File: config.mk
export PLATFORM = sky130hd
export DESIGN_NAME = grid_io_cfg_array
export DESIGN_NICKNAME = d
export VERILOG_FILES = /design/src/rtl/grid_io_pkg.sv /design/src/rtl/grid_io_pad_cfg.sv /design/src/rtl/grid_io_cfg_array.sv
export SDC_FILE = /design/constraint.sdc
export NUM_CORES = 1
export LEC_CHECK = 0
export BUFFER_PORTS_ARGS = -buffer_cell sky130_fd_sc_hd__buf_2
export CAP_MARGIN = 0
export CORE_ASPECT_RATIO = 0.8
export CORE_MARGIN = 1.5
export CORE_UTILIZATION = 40
export CTS_BUF_LIST = sky130_fd_sc_hd__clkbuf_4 sky130_fd_sc_hd__clkbuf_8
export CTS_CLUSTER_SIZE = 28
export DETAILED_ROUTE_END_ITERATION = 8
export HOLD_SLACK_MARGIN = 0.08
export SLEW_MARGIN = 15
export SYNTH_ARGS = -nofsm -noshare
export SYNTH_HDL_FRONTEND = slang
export SYNTH_SLANG_ARGS = --single-unit
File: constraint.sdc
create_clock -name prog_clk -period 3.7 [get_ports prog_clk]
set_input_delay 0.185 -clock prog_clk [delete_from_list [all_inputs] [get_ports prog_clk]]
set_output_delay 0.185 -clock prog_clk [all_outputs]
set_load 0.02 [all_outputs]
File: src/rtl/grid_io_pkg.sv
// grid_io_pkg: shared constants, per-pad config layout and FSM state type for
// the grid IO config array.
// Build option: CCFF_PARITY_EN adds an odd-parity bit per pad field (CFG_BITS=3).
package grid_io_pkg;

`ifdef CCFF_PARITY_EN
  localparam int unsigned CFG_BITS = 3;
`else
  localparam int unsigned CFG_BITS = 2;
`endif

  localparam int unsigned CFG_DIR_IDX = 0;
  localparam int unsigned CFG_INV_IDX = 1;
  localparam int unsigned CFG_PAR_IDX = 2;

  // Safe reset field: pad is an input, no inversion, parity bit 0.
  localparam logic [CFG_BITS-1:0] CFG_RST = CFG_BITS'(1);

  typedef enum logic [1:0] {
    IDLE  = 2'd0,
    SHIFT = 2'd1,
    FULL  = 2'd2
  } cfg_state_e;

endpackage

File: src/rtl/grid_io_pad_cfg.sv
// grid_io_pad_cfg: one pad's direction / polarity / isolation datapath.
// Ports:
//   dir_i, inv_i  active config bits (dir=1 means the pad is an input)
//   isol_n_i      global isolation, active low
//   pad_in_i      value seen on the pad
//   fab_out_i     fabric data driven toward the pad
//   pad_out_o     value driven onto the pad
//   pad_dir_o     effective pad direction (1 = input)
//   fab_in_o      pad data delivered to the fabric
module grid_io_pad_cfg (
  input  logic dir_i,
  input  logic inv_i,
  input  logic isol_n_i,
  input  logic pad_in_i,
  input  logic fab_out_i,
  output logic pad_out_o,
  output logic pad_dir_o,
  output logic fab_in_o
);

  // Isolation parks every pad as a quiet input regardless of config.
  assign pad_dir_o = dir_i | ~isol_n_i;
  assign pad_out_o = isol_n_i & ~dir_i & (fab_out_i ^ inv_i);
  assign fab_in_o  = isol_n_i &  dir_i & (pad_in_i  ^ inv_i);

endmodule

File: src/rtl/grid_io_cfg_array.sv
// grid_io_cfg_array: NUM_IO SoC IO pads configured through a ccff scan chain
// with a shadow chain / active config split applied atomically on commit.
// Build option: CCFF_PARITY_EN enables per-pad odd parity checking on commit.
// Ports:
//   prog_clk, prog_reset_n            clock, synchronous active-low reset
//   IO_ISOL_N                         global isolation, active low
//   ccff_head, ccff_en, ccff_tail     serial config chain in / enable / out
//   cfg_commit                        copy the full chain into the active config
//   gfpga_pad_EMBEDDED_IO_HD_SOC_*    pad IN / OUT / DIR (DIR 1 = input)
//   fabric_outpad, fabric_inpad       fabric-side data
//   cfg_done                          chain holds CHAIN_LEN fresh bits
//   commit_ack                        one-cycle pulse after the active config updates
//   cfg_err                           sticky parity error
module grid_io_cfg_array
  import grid_io_pkg::*;
#(
  parameter int unsigned NUM_IO = 9
) (
  input  logic              prog_clk,
  input  logic              prog_reset_n,
  input  logic              IO_ISOL_N,
  input  logic              ccff_head,
  input  logic              ccff_en,
  input  logic              cfg_commit,
  input  logic [NUM_IO-1:0] gfpga_pad_EMBEDDED_IO_HD_SOC_IN,
  output logic [NUM_IO-1:0] gfpga_pad_EMBEDDED_IO_HD_SOC_OUT,
  output logic [NUM_IO-1:0] gfpga_pad_EMBEDDED_IO_HD_SOC_DIR,
  input  logic [NUM_IO-1:0] fabric_outpad,
  output logic [NUM_IO-1:0] fabric_inpad,
  output logic              ccff_tail,
  output logic              cfg_done,
  output logic              commit_ack,
  output logic              cfg_err
);

  localparam int unsigned CHAIN_LEN = NUM_IO * CFG_BITS;
  localparam int unsigned CNT_W     = $clog2(CHAIN_LEN + 1);

  cfg_state_e           state_q, state_d;
  logic [CNT_W-1:0]     cnt_q, cnt_d;
  logic [CHAIN_LEN-1:0] chain_q, chain_d;
  logic [NUM_IO-1:0]    dir_q, dir_d;
  logic [NUM_IO-1:0]    inv_q, inv_d;
  logic                 ack_q, ack_d;
  logic                 err_q, err_d;
  logic                 done_q, done_d;
  logic                 par_bad_c;

  // Any pad field with even parity rejects the whole commit.
  always_comb begin
    par_bad_c = 1'b0;
`ifdef CCFF_PARITY_EN
    for (int k = 0; k < int'(NUM_IO); k++) begin
      if (!(^chain_q[k*CFG_BITS +: CFG_BITS])) par_bad_c = 1'b1;
    end
`endif
  end

  // State, counter, chain and active config registers.
  always_ff @(posedge prog_clk) begin
    if (!prog_reset_n) begin
      state_q <= IDLE;
      cnt_q   <= '0;
      chain_q <= '0;
      dir_q   <= {NUM_IO{CFG_RST[CFG_DIR_IDX]}};
      inv_q   <= {NUM_IO{CFG_RST[CFG_INV_IDX]}};
      ack_q   <= 1'b0;
      err_q   <= 1'b0;
      done_q  <= 1'b0;
    end else begin
      state_q <= state_d;
      cnt_q   <= cnt_d;
      chain_q <= chain_d;
      dir_q   <= dir_d;
      inv_q   <= inv_d;
      ack_q   <= ack_d;
      err_q   <= err_d;
      done_q  <= done_d;
    end
  end

  // Next-state: shift/count, commit in FULL only; commit samples the pre-shift chain.
  always_comb begin
    state_d = state_q;
    cnt_d   = cnt_q;
    chain_d = chain_q;
    dir_d   = dir_q;
    inv_d   = inv_q;
    ack_d   = 1'b0;
    err_d   = err_q;

    if (ccff_en) chain_d = {chain_q[CHAIN_LEN-2:0], ccff_head};

    unique case (state_q)
      IDLE: begin
        if (ccff_en) begin
          cnt_d   = CNT_W'(1);
          state_d = SHIFT;
        end
      end
      SHIFT: begin
        if (ccff_en) begin
          cnt_d = cnt_q + CNT_W'(1);
          if (cnt_q == CNT_W'(CHAIN_LEN - 1)) state_d = FULL;
        end
      end
      FULL: begin
        if (cfg_commit) begin
          if (ccff_en) begin
            cnt_d   = CNT_W'(1);
            state_d = SHIFT;
          end else begin
            cnt_d   = '0;
            state_d = IDLE;
          end
          if (par_bad_c) begin
            err_d = 1'b1;
          end else begin
            ack_d = 1'b1;
            err_d = 1'b0;
            for (int k = 0; k < int'(NUM_IO); k++) begin
              dir_d[k] = chain_q[k*CFG_BITS + CFG_DIR_IDX];
              inv_d[k] = chain_q[k*CFG_BITS + CFG_INV_IDX];
            end
          end
        end
      end
      default: begin
        state_d = IDLE;
        cnt_d   = '0;
      end
    endcase

    done_d = (state_d == FULL);
  end

  assign ccff_tail  = chain_q[CHAIN_LEN-1];
  assign cfg_done   = done_q;
  assign commit_ack = ack_q;
  assign cfg_err    = err_q;

  for (genvar k = 0; k < NUM_IO; k++) begin : g_pad
    grid_io_pad_cfg u_pad (
      .dir_i     (dir_q[k]),
      .inv_i     (inv_q[k]),
      .isol_n_i  (IO_ISOL_N),
      .pad_in_i  (gfpga_pad_EMBEDDED_IO_HD_SOC_IN[k]),
      .fab_out_i (fabric_outpad[k]),
      .pad_out_o (gfpga_pad_EMBEDDED_IO_HD_SOC_OUT[k]),
      .pad_dir_o (gfpga_pad_EMBEDDED_IO_HD_SOC_DIR[k]),
      .fab_in_o  (fabric_inpad[k])
    );
  end

endmodule

### Yosys cells after proc, flatten, opt, wreduce, memory -nomap -nowiden

Cells that the tools add are included.

| cells by class | value |
|---|---|
| reduce and logical (&&, ||, !) cells | 4 |
| bitwise logic cells | 73 |
| equality and inequality tests | 7 |
| $add $sub $neg | 1 |
| muxes and demuxes | 12 |

Operators by type and width:

| kind | count |
|---|---|
| $and 1x1->1 | 36 |
| $xor 1x1->1 | 18 |
| $mux 5 | 3 |
| $pmux 5 s3 | 1 |
| $not 1->1 | 10 |
| $or 1x1->1 | 9 |
| $mux 2 | 4 |
| $ne 2x2->1 const B | 3 |
| $pmux 2 s3 | 1 |
| $add 5x1->5 const B | 1 |
| $eq 5x5->1 const B | 1 |
| $eq 2x2->1 const B | 2 |
| $reduce_and 2->1 | 2 |
| $mux 1 | 3 |
| $reduce_and 3->1 | 1 |
| $eq 2x1->1 const B | 1 |
| $logic_not 2->1 | 1 |

| word-level totals | value |
|---|---|
| output and inout bits | 31 |
| word-level logic and storage cells | 104 |
| register bits after elaboration | 45 |
| input port bits | 24 |

### Longest topological paths before layout

Gate-level depths: netlist of run 1.

| logic depth | value |
|---|---|
| word-level depth | 5 |
| depth in mapped cells | 6 |
| depth with buffers taken out | 5 |

### Hierarchy

From an unflattened synthesis of run 1, not the netlist that was laid out.

| unflattened totals | value |
|---|---|
| cells, all modules | 237 |
| area, all modules | 2,016.9 µm² |

Modules (own cells, without submodules):

| module | area each (µm²) | times used | cells each | seq. area each (µm²) |
|---|---|---|---|---|
| grid_io_cfg_array | 1,712.9 | 1 | 192 | 900.9 |
| grid_io_pad_cfg | 33.8 | 9 | 5 | 0.0 |

### Worst setup path after synthesis of run 1

Ideal clock, no wire load.

| timing | value |
|---|---|
| path type | flip-flop to flip-flop |
| start point | register cnt_q[0] |
| end point | register cnt_q[4] |
| cell stages (with the launch flop) | 5 |
| arrival time | 1.207 ns |
| path buffers | 0 |
| data required time | 3.630 ns |
| library setup time | 0.070 ns |
| period minus slack after synthesis | 1.277 ns |
| slack | 2.423 ns |
| cells stage by stage | dfxtp_1 -> ha_1 -> o21ai_0 -> or4_1 -> a21oi_1 |

| on the way | value |
|---|---|
| longest elaborated chain between the ends | 3 |

Ends and longest elaborated chain:

| item | line | text |
|---|---|---|
| start, declared | grid_io_cfg_array.sv:40 | `logic [CNT_W-1:0] cnt_q, cnt_d;` |
| start signal, assigned | grid_io_cfg_array.sv:72 | `cnt_q <= cnt_d;` |
| $add 5x1->5 | grid_io_cfg_array.sv:103 | `cnt_d = cnt_q + CNT_W'(1);` |
| $mux 5 | grid_io_cfg_array.sv:102 | `if (ccff_en) begin` |
| $pmux 5 s3 | grid_io_cfg_array.sv:94 | `unique case (state_q)` |

Every way passes these cells. The select of a mux whose other input is x is not followed.
A chain may end at the register's enable or synchronous reset.

### Worst setup path after layout of run 1

| timing | value |
|---|---|
| start point | register state_q[0] |
| end point | register inv_q[8] |

| on the way | value |
|---|---|
| longest elaborated chain between the ends | 2 |

Ends and longest elaborated chain:

| item | line | text |
|---|---|---|
| start, declared | grid_io_cfg_array.sv:39 | `cfg_state_e state_q, state_d;` |
| start signal, assigned | grid_io_cfg_array.sv:71 | `state_q <= state_d;` |
| $eq 2x2->1 | grid_io_cfg_array.sv:94 |  |
| $reduce_and 2->1 (no line) | n/a |  |
| end signal, assigned | grid_io_cfg_array.sv:66 | `inv_q <= {NUM_IO{CFG_RST[CFG_INV_IDX]}};` |
| end signal, assigned | grid_io_cfg_array.sv:75 | `inv_q <= inv_d;` |
| end, declared | grid_io_cfg_array.sv:43 | `logic [NUM_IO-1:0] inv_q, inv_d;` |

Every way passes these cells.

==> reports/results.ini, run 1 <==
[layout]
drive_gt1_share_pct = 22.2
nets = 309
fillerInstances = 555
syn_to_final_growth_pct = 9.60
stdcell_count = 349
diodes = 0

[critical_path]
cp-start-kind = flop
worstPathArrival_ns = 1.63
worstPathRequired_ns = 3.84
worstSetupPathType = flop to flop
critPathCaptureType = flop
crit_fanout = 19

[yosys]
yosys.area_share.simple_pct = 23.7
ys_types = 29
synth_top_area_share_pct = 40.7
synth-adder-area-share_pct = 1.13
yosysSeqAreaShare_pct = 40.7
dominantRegCellSynth = dfxtp_1
synth_top_area_cell = dfxtp_1
async_reset_ff_share_pct = 0
synthCells = 262
synth_seq_cells = 45
synth_top_family_by_area = simple AND/OR/NAND/NOR gates
syn_area_um2 = 2220
syn_nets = 288
synth_compound_area_share_pct = 6.32
synth_edf_count = 0
synth_mux_area_share_pct = 8.13
synth_xor_area_share_pct = 7.11
yosys_warnings = 0
synth.avg_cell_area_um2 = 8.46
synth_area_leaders = dfxtp_1 (41%), buf_4 (9.8%), mux2i_1 (8.1%)

[clock_network]
clk_latency_ns = 0.29
cts_sinks = 45
postCtsSetupRepairBufs = 0
cts_hold_buf = 0
cts_tree = done
clk_pin_slew_ns = 0.08
numCtsBuffers = 5
h-tree-depth = 2
clock-root-buffer = clkbuf_8
cts_resized = 0
cts_max_path_buffers = 2

[grt]
grt_antenna_before_repair = 0
grt.overflow.total = 0
grt_pass1_wl_mm = 6.87
grt_max_degree = 32
met2_usage_pct = 19.3
met1_usage_pct = 21.7
grt_pass1_vias = 1406
grt_use_total_pct = 14.4
busiest_layer = met1
grt_use_met3_pct = 3.81

[run]
max_cap_viol_count = 0

[timing]
fin_crit_sh_pct = 40.3
tightest_slew_ns = 0.947
hold_viol = 0
rsz0062_at_grt = false
relSlewSlack_pct = 36.8
setup_ws_ns = 2.21
setup_viol = 0
worst_clock_skew_ns = 0.00676
drv_slew = 0
fin_tns_setup_ns = 0
max_freq_ghz = 0.671
post-route-min-period_ns = 1.49

[placement]
globalplace.congestion = 0.813
hpwl_mm = 2.81
dp_cells = 341
io_buffers = 53
dp_slack_ns = 2.00

[die]
dieArea_um2 = 6000
die-height_um = 69.6
die_w_um = 86.2
core_area_um2 = 5410
rows = 24
io_pins = 55
start_util_pct = 41.0

[power]
vdd_drop_max_v = 0.000149
p_leak_nw = 1.10
power_density_nw_per_um2 = 426
power_mw = 1.04

[routing]
postRouteAntennaNets = 0
drt-vias-per-instance = 4.77
via_count = 1663
wl_per_cell_um = 11.4
drcViolationCount = 0
routed_wirelength_mm = 3.97
drtIter0Drc = 107
drt-pass1-iter-count = 4

[status]
status = complete, no violations

[min_path]
min_path_type = input pin to flop

## power breakdown
group / switching (mW) / internal (mW)
clock: 0.162 / 0.268
sequential: 0.00994 / 0.494
combinational: 0.0596 / 0.0423
total: 0.231 / 0.804
## worst max-delay path, cell delays in order (launching register included)
cell and delay (ns):
dfxtp_1 0.40, nand3b_1 0.62, nand2_1 0.22, a21oi_1 0.09
## per-stage QoR
| stage | instance area (um^2) | util [%] | hold WS [ns] |
|---|---|---|---|
| after floorplan | 2220 | - | 0.332 |
| after global placement | 2290 | 42.5 | 0.425 |
| after detailed placement | 2290 | 42.5 | 0.439 |
| after CTS | 2430 | 44.9 | 0.131 |
| after global routing | 2430 | 44.9 | 0.170 |
| final | 2430 | 44.9 | 0.135 |
## cells by family after synthesis
kind of cell               Yosys count
and+or+nand+nor                    109
DFF                                 45
buffers and inverters               43
AOI/OAI and AO/OA                   26
xor gates and xnor gates            18
muxes                               18
adders and majority gates            2
other                                1
## final cells by class
cell class / instances / area [um^2] / share of cell area (%)
Clock buffer: 5 / 68.8 / 2.83
Tap cell: 65 / 81.3 / 3.35
Sequential cell: 45 / 901 / 37.1
Timing Repair Buffer: 53 / 265 / 10.9
Clock inverter: 3 / 65.1 / 2.68
Multi-Input combinational cell: 174 / 1030 / 42.5
Inverter: 4 / 15.0 / 0.618
## placed cells by master (no fill, tap or decap), types with 4 or more instances in the layout
cell type  Yosys  routed
xnor2_1        9       9
a21oi_1       16      16
nand3_1       10      10
nand2_1       38      38
nor2_1        31      31
and3_1         9       9
mux2i_1       18      18
dfxtp_1       45      45
xor2_1         9       9
o21ai_0        6       6
clkbuf_8       0       5
buf_2          4      53
nand2b_1      10      10
inv_1          4       4
## worst paths after layout
check	from	to	slack (ns)	cells after the start
setup / recovery	state_q[0]	inv_q[8]	2.21	3
hold / removal	ccff_head	chain_q[0]	0.14	3
setup reg to reg	state_q[0]	inv_q[8]	2.21	3
hold reg to reg	chain_q[11]	inv_q[5]	0.46	2
## cells in the mapped netlist, types with 4 or more instances
library cell  number
mux2i_1           18
xor2_1             9
nor2_1            31
and3_1             9
nand3_1           10
inv_1              4
a21oi_1           16
o21ai_0            6
buf_4             29
nand2_1           38
clkbuf_1           5
xnor2_1            9
nand2b_1          10
dfxtp_1           45
buf_2              4
## flip-flops by register name, summed over array words and instances (netlist names)
name        flops
chain_q        18
dir_q           9
inv_q           9
cnt_q           5
state_q         2
cfg_done        1
commit_ack      1
## metal layers
metal	routed length (um)	vias to the layer above	share of wire (%)
li1	-	873	-
met3	269	6	6.8
met2	1480	53	37
met1	2170	731	55
met5	0	-	0
met4	57	0	1.4
Power figures use the tool's default switching activity.
==> run 2: changes to the inputs <==
--- a/config.mk
+++ b/config.mk
@@ -14,6 +14,7 @@
 export CTS_CLUSTER_SIZE = 28
 export DETAILED_ROUTE_END_ITERATION = 8
 export HOLD_SLACK_MARGIN = 0.08
+export PLACE_DENSITY = 0.65
 export SLEW_MARGIN = 15
 export SYNTH_ARGS = -nofsm -noshare
 export SYNTH_HDL_FRONTEND = slang
==> constraint.sdc (replaced) <==
create_clock -name prog_clk -period 1.2 [get_ports prog_clk]
set_input_delay 0.06 -clock prog_clk [delete_from_list [all_inputs] [get_ports prog_clk]]
set_output_delay 0.06 -clock prog_clk [all_outputs]
set_load 0.02 [all_outputs]
==> reports/results.ini, run 2 (synthesized netlist as in run 1, its figures left out) <==
[die]
core_area_um2 = 5410
die-height_um = 69.6
io_pins = 55
rows = 24
die_w_um = 86.2
dieArea_um2 = 6000
start_util_pct = 41.0

[grt]
grt_pass1_vias = 1556
grt_antenna_before_repair = 0
grt_use_total_pct = 14.2
grt_max_degree = 21
grt.overflow.total = 0
grt_pass1_wl_mm = 6.76

[clock_network]
h-tree-depth = 2
clock-root-buffer = clkbuf_8
cts_sinks = 45
cts_tree = done
cts_max_path_buffers = 2
clk_pin_slew_ns = 0.08
numCtsBuffers = 5
clk_latency_ns = 0.30

[layout]
utilization_pct = 50.4
nets = 326
drive_gt1_share_pct = 34.2
fillerInstances = 525
seqCellArea_um2 = 936
most-common-layout-cells = buf_2 (41), nand2_1 (38), nor2_1 (31), dfxtp_1 (29), mux2i_1 (18)
diodes = 0
syn_to_final_growth_pct = 22.9
largest_register_ffs = 18
final_common_cell = buf_2
top_regs = chain_q: 18 flops, dir_q: 9 flops, inv_q: 9 flops
multiInputGateArea_um2 = 1110
regMostFlops = chain_q

[placement]
io_buffers = 53
dp_slack_ns = -0.127
globalplace.congestion = 0.852
hpwl_mm = 2.94

[timing]
setup_ws_ns = -0.0385
holdWs_ns = 0.261
fin_crit_sh_pct = 103
rsz0062_at_grt = true
worst_clock_skew_ns = 0.00570
setup_viol = 1
max_freq_ghz = 0.807
drv_slew = 0
post-route-min-period_ns = 1.24
fin_tns_setup_ns = -0.0385
hold_viol = 0

[min_path]
holdPathStages = 4
hold_end = cnt_q[2]
min_path_type = input pin to flop
min_from = cfg_commit

[status]
status = complete, but fails checks
violations = negative setup slack

[routing]
via_count = 1765
wl_per_cell_um = 11.5
drcViolationCount = 0
drt-vias-per-instance = 4.82
postRouteAntennaNets = 0
routed_wirelength_mm = 4.22
drt-pass1-iter-count = 4
drtIter0Drc = 71

[critical_path]
path_cells = ha_4 > o21ai_2 > or4_4 > a21oi_2
reg2reg_depth = 4
critPathCaptureType = flop
cp_slowest_stage_delay_ns = 0.48
worstPathRequired_ns = 1.44
worstPathArrival_ns = 1.48
rrSetupSlack_ns = -0.04
worstReg2RegEnd = cnt_q[4]
critPathSlowestCell = or4_4
reg2reg_from = cnt_q[1]
crit_fanout = 4
worstSetupPathType = flop to flop
cp-start-kind = flop

[power]
vdd_drop_max_v = 0.000433
power_density_nw_per_um2 = 1070
p_leak_nw = 1.20
power_mw = 2.90

[run]
max_cap_viol_count = 0

==> run 2: changes by cell type in the layout (fill, tap and decap cells not counted), moves of 3 or more <==
| cell | before | now |
|---|---|---|
| dfxtp_1 | 45 | 29 |
| buf_4 | 0 | 14 |
| buf_2 | 53 | 41 |
| dfxtp_2 | 0 | 10 |
| buf_6 | 0 | 9 |
| dfxtp_4 | 0 | 6 |
| buf_12 | 0 | 3 |
| nor3b_2 | 0 | 3 |
==> run 2: layout make-up <==
class	count	area share [%]
multi-input cells	175	40.7
flip-flops and latches	45	34.4
repair buffers	69	18.1
well taps	65	2.99
clock buffers	5	2.53
clock inverters	3	0.781
inverters	4	0.551
==> run 2: metrics by stage <==
stage,instances,cell area [um^2]
CTS,363,2580
finish,366,2720
global placement,352,2420
floorplan,262,2220
global route,366,2720
detailed placement,352,2420
==> run 2: worst max path at each step <==
stage	start	endpoint	slack, ns
floorplan	cnt_q[1]	cnt_q[4]	-0.03
global placement	cnt_q[1]	cnt_q[4]	-0.05
detailed placement	cnt_q[1]	state_q[1]	-0.13
CTS	cnt_q[0]	cnt_q[4]	-0.04
global route	cnt_q[1]	cnt_q[4]	-0.08
finish	cnt_q[1]	cnt_q[4]	-0.04
==> run 2: report_power, final <==
part	total, mW	internal [mW]	switching (mW)
Sequential	1.55	1.52	0.0338
Combinational	0.418	0.206	0.212
Clock	0.936	0.413	0.523
==> run 2: worst max-delay path, delay by kind of cell (launching register included) <==
family / cells / cell delay, ns
AND/OR/NAND/NOR: 1 / 0.48
flip-flops: 1 / 0.38
AO/OA/AOI/OAI: 2 / 0.19
adder cells (fa/ha/maj): 1 / 0.14
==> run 2: timing repair <==
| item | in CTS | in global routing |
|---|---|---|
| endpoints found under the hold margin | 2 | 0 |
| cloned | 0 | 1 |
| resized for setup | 19 | 35 |
| setup buffers | 1 | 2 |
| pin swaps | 3 | 15 |
| setup endpoints to repair | 15 | 20 |
| hold buffers | 2 | 0 |
==> run 2: per-layer routing <==
layer,vias up,GRT usage [%],routed length (um)
met2,64,22.6,1840
met1,779,18.0,2060
li1,914,-,-
met4,0,6.81,83
met5,-,0,0
met3,8,3.57,243
==> run 3: changes to the inputs <==
--- a/config.mk
+++ b/config.mk
@@ -8,7 +8,6 @@
 export BUFFER_PORTS_ARGS = -buffer_cell sky130_fd_sc_hd__buf_2
 export CAP_MARGIN = 0
 export CORE_ASPECT_RATIO = 0.8
-export CORE_MARGIN = 1.5
 export CORE_UTILIZATION = 40
 export CTS_BUF_LIST = sky130_fd_sc_hd__clkbuf_4 sky130_fd_sc_hd__clkbuf_8
 export CTS_CLUSTER_SIZE = 28
==> reports/results.ini, run 3 (synthesized netlist as in run 1, its figures left out) <==
[power]
power_density_nw_per_um2 = 1070
switching_share_pct = 25.3
p_seq_share_pct = 52.9
vdd_drop_max_v = 0.000497
power_mw = 2.93
intPower_mw = 2.19
clkPwrFrac_pct = 32.8
p_leak_nw = 1.21
power_switching_mw = 0.743
combPwrFrac_pct = 14.3

[clock_network]
cts_max_path_buffers = 2
cts_tree = done
cts_sinks = 45
clk_pin_slew_ns = 0.08
clock-root-buffer = clkbuf_8
clk_latency_ns = 0.29
numCtsBuffers = 5
h-tree-depth = 2

[timing]
setup_ws_ns = -0.0586
hold_viol = 0
setup_viol = 2
worst_clock_skew_ns = 0.00572
max_freq_ghz = 0.795
post-route-min-period_ns = 1.26
rsz0062_at_grt = true
drv_slew = 0
fin_crit_sh_pct = 105
holdWs_ns = 0.129

[critical_path]
cp_slowest_stage_delay_ns = 0.52
cp-start-kind = flop
worstPathRequired_ns = 1.43
crit_fanout = 3
path_cells = ha_4 > o21ai_2 > or4_4 > a21oi_2
critPathSlowestCell = or4_4
cp_num_buf_inv = 0
critPathCaptureType = flop
worstSetupPathType = flop to flop
cp_top_family = simple AND/OR/NAND/NOR gates
worstPathArrival_ns = 1.49

[routing]
drt-vias-per-instance = 4.74
drcViolationCount = 0
wl_per_cell_um = 11.6
drt-pass1-iter-count = 4
routed_wirelength_mm = 4.26
drtIter0Drc = 48
postRouteAntennaNets = 0
via_count = 1741

[die]
core_area_um2 = 5180
dieArea_um2 = 5840
die-height_um = 68.6
io_pins = 55
start_util_pct = 42.8
die_w_um = 85.2
rows = 23

[run]
max_cap_viol_count = 0

[layout]
nets = 330
most-common-layout-cells = buf_2 (43), nand2_1 (38), nor2_1 (31), dfxtp_1 (31), mux2i_1 (18)
final_common_cell = buf_2
diodes = 0
syn_to_final_growth_pct = 23.4
top_regs = chain_q: 18 flops, dir_q: 9 flops, inv_q: 9 flops
drive_gt1_share_pct = 34.1
largest_register_ffs = 18
regMostFlops = chain_q

[status]
violations = negative setup slack
status = complete, but fails checks

[grt]
grt_antenna_before_repair = 0
grt_pass1_wl_mm = 6.69
grt.overflow.total = 0
grt_pass1_vias = 1503
grt_max_degree = 29
grt_use_total_pct = 14.8

[min_path]
min_path_type = input pin to flop

[placement]
dp_slack_ns = -0.102
globalplace.congestion = 0.817
io_buffers = 53
hpwl_mm = 2.83

==> run 3: cell count changes in the layout (fill, tap and decap cells not counted), sizes merged <==
| cell | previous run | this run |
|---|---|---|
| clkinvlp | 1 | 0 |
| buf | 67 | 69 |
| clkinv | 1 | 2 |
| clkbuf | 5 | 6 |
| dlygate4sd3 | 2 | 4 |
| inv | 5 | 4 |
==> run 3: routing by layer <==
metal,vias to the layer above,wire (um),track usage (%)
li1,920,-,-
met1,766,2080,17.8
met2,48,1930,26.2
met3,7,176,2.86
met4,0,70,6.99
met5,-,0,0
==> run 3: final timing paths <==
path | depth (start not counted) | from | to | slack (ns)
worst max register to register | 4 | cnt_q[0] | cnt_q[4] | -0.06
worst min register to register | 2 | chain_q[15] | inv_q[7] | 0.47
worst min-delay path | 3 | ccff_en | state_q[0] | 0.13
worst max-delay path | 4 | cnt_q[0] | cnt_q[4] | -0.06
==> run 3: layout make-up <==
class / count / area [um^2]
Clock inverter: 2 / 13.8
Clock buffer: 6 / 82.6
Sequential cell: 45 / 931
Multi-Input combinational cell: 175 / 1110
Fill cell: 483 / 2440
Timing Repair Buffer: 73 / 509
Tap cell: 62 / 77.6
Inverter: 4 / 15.0
==> run 3: worst register-to-register path: cells and delay by family (launching register included) <==
family,cells,cell delay [ns]
AND/OR/NAND/NOR,1,0.52
flip-flops,1,0.37
AO/OA/AOI/OAI,2,0.18
adder cells (fa/ha/maj),1,0.13
==> run 3: power groups by stage <==
stage / clock, mW / sequential, mW / combinational [mW]
after floorplan: 0 / 1.58 / 0.261
after global placement: 0 / 1.58 / 0.359
after detailed placement: 0 / 1.59 / 0.364
after CTS: 0.997 / 1.55 / 0.382
after global routing: 1.08 / 1.56 / 0.454
final: 0.963 / 1.55 / 0.420
==> run 3: repair_timing <==
item	4_1_cts	5_1_grt
gates cloned	0	1
setup buffers	0	3
hold endpoints to repair	9	0
gates resized for setup	15	35
pin swaps	5	13
hold buffers	4	0
setup endpoints to repair	14	17
==> run 3: per-stage QoR <==
stage               cells  instance area (um^2)  util [%]  TNS (ns)
floorplan             262                  2220         -   -0.0289
CTS                   363                  2580      49.9  -0.00943
finish                367                  2740      52.8   -0.0803
detailed placement    351                  2410      46.6    -0.358
global placement      351                  2410      46.6   -0.0750
global route          367                  2740      52.8    -0.538
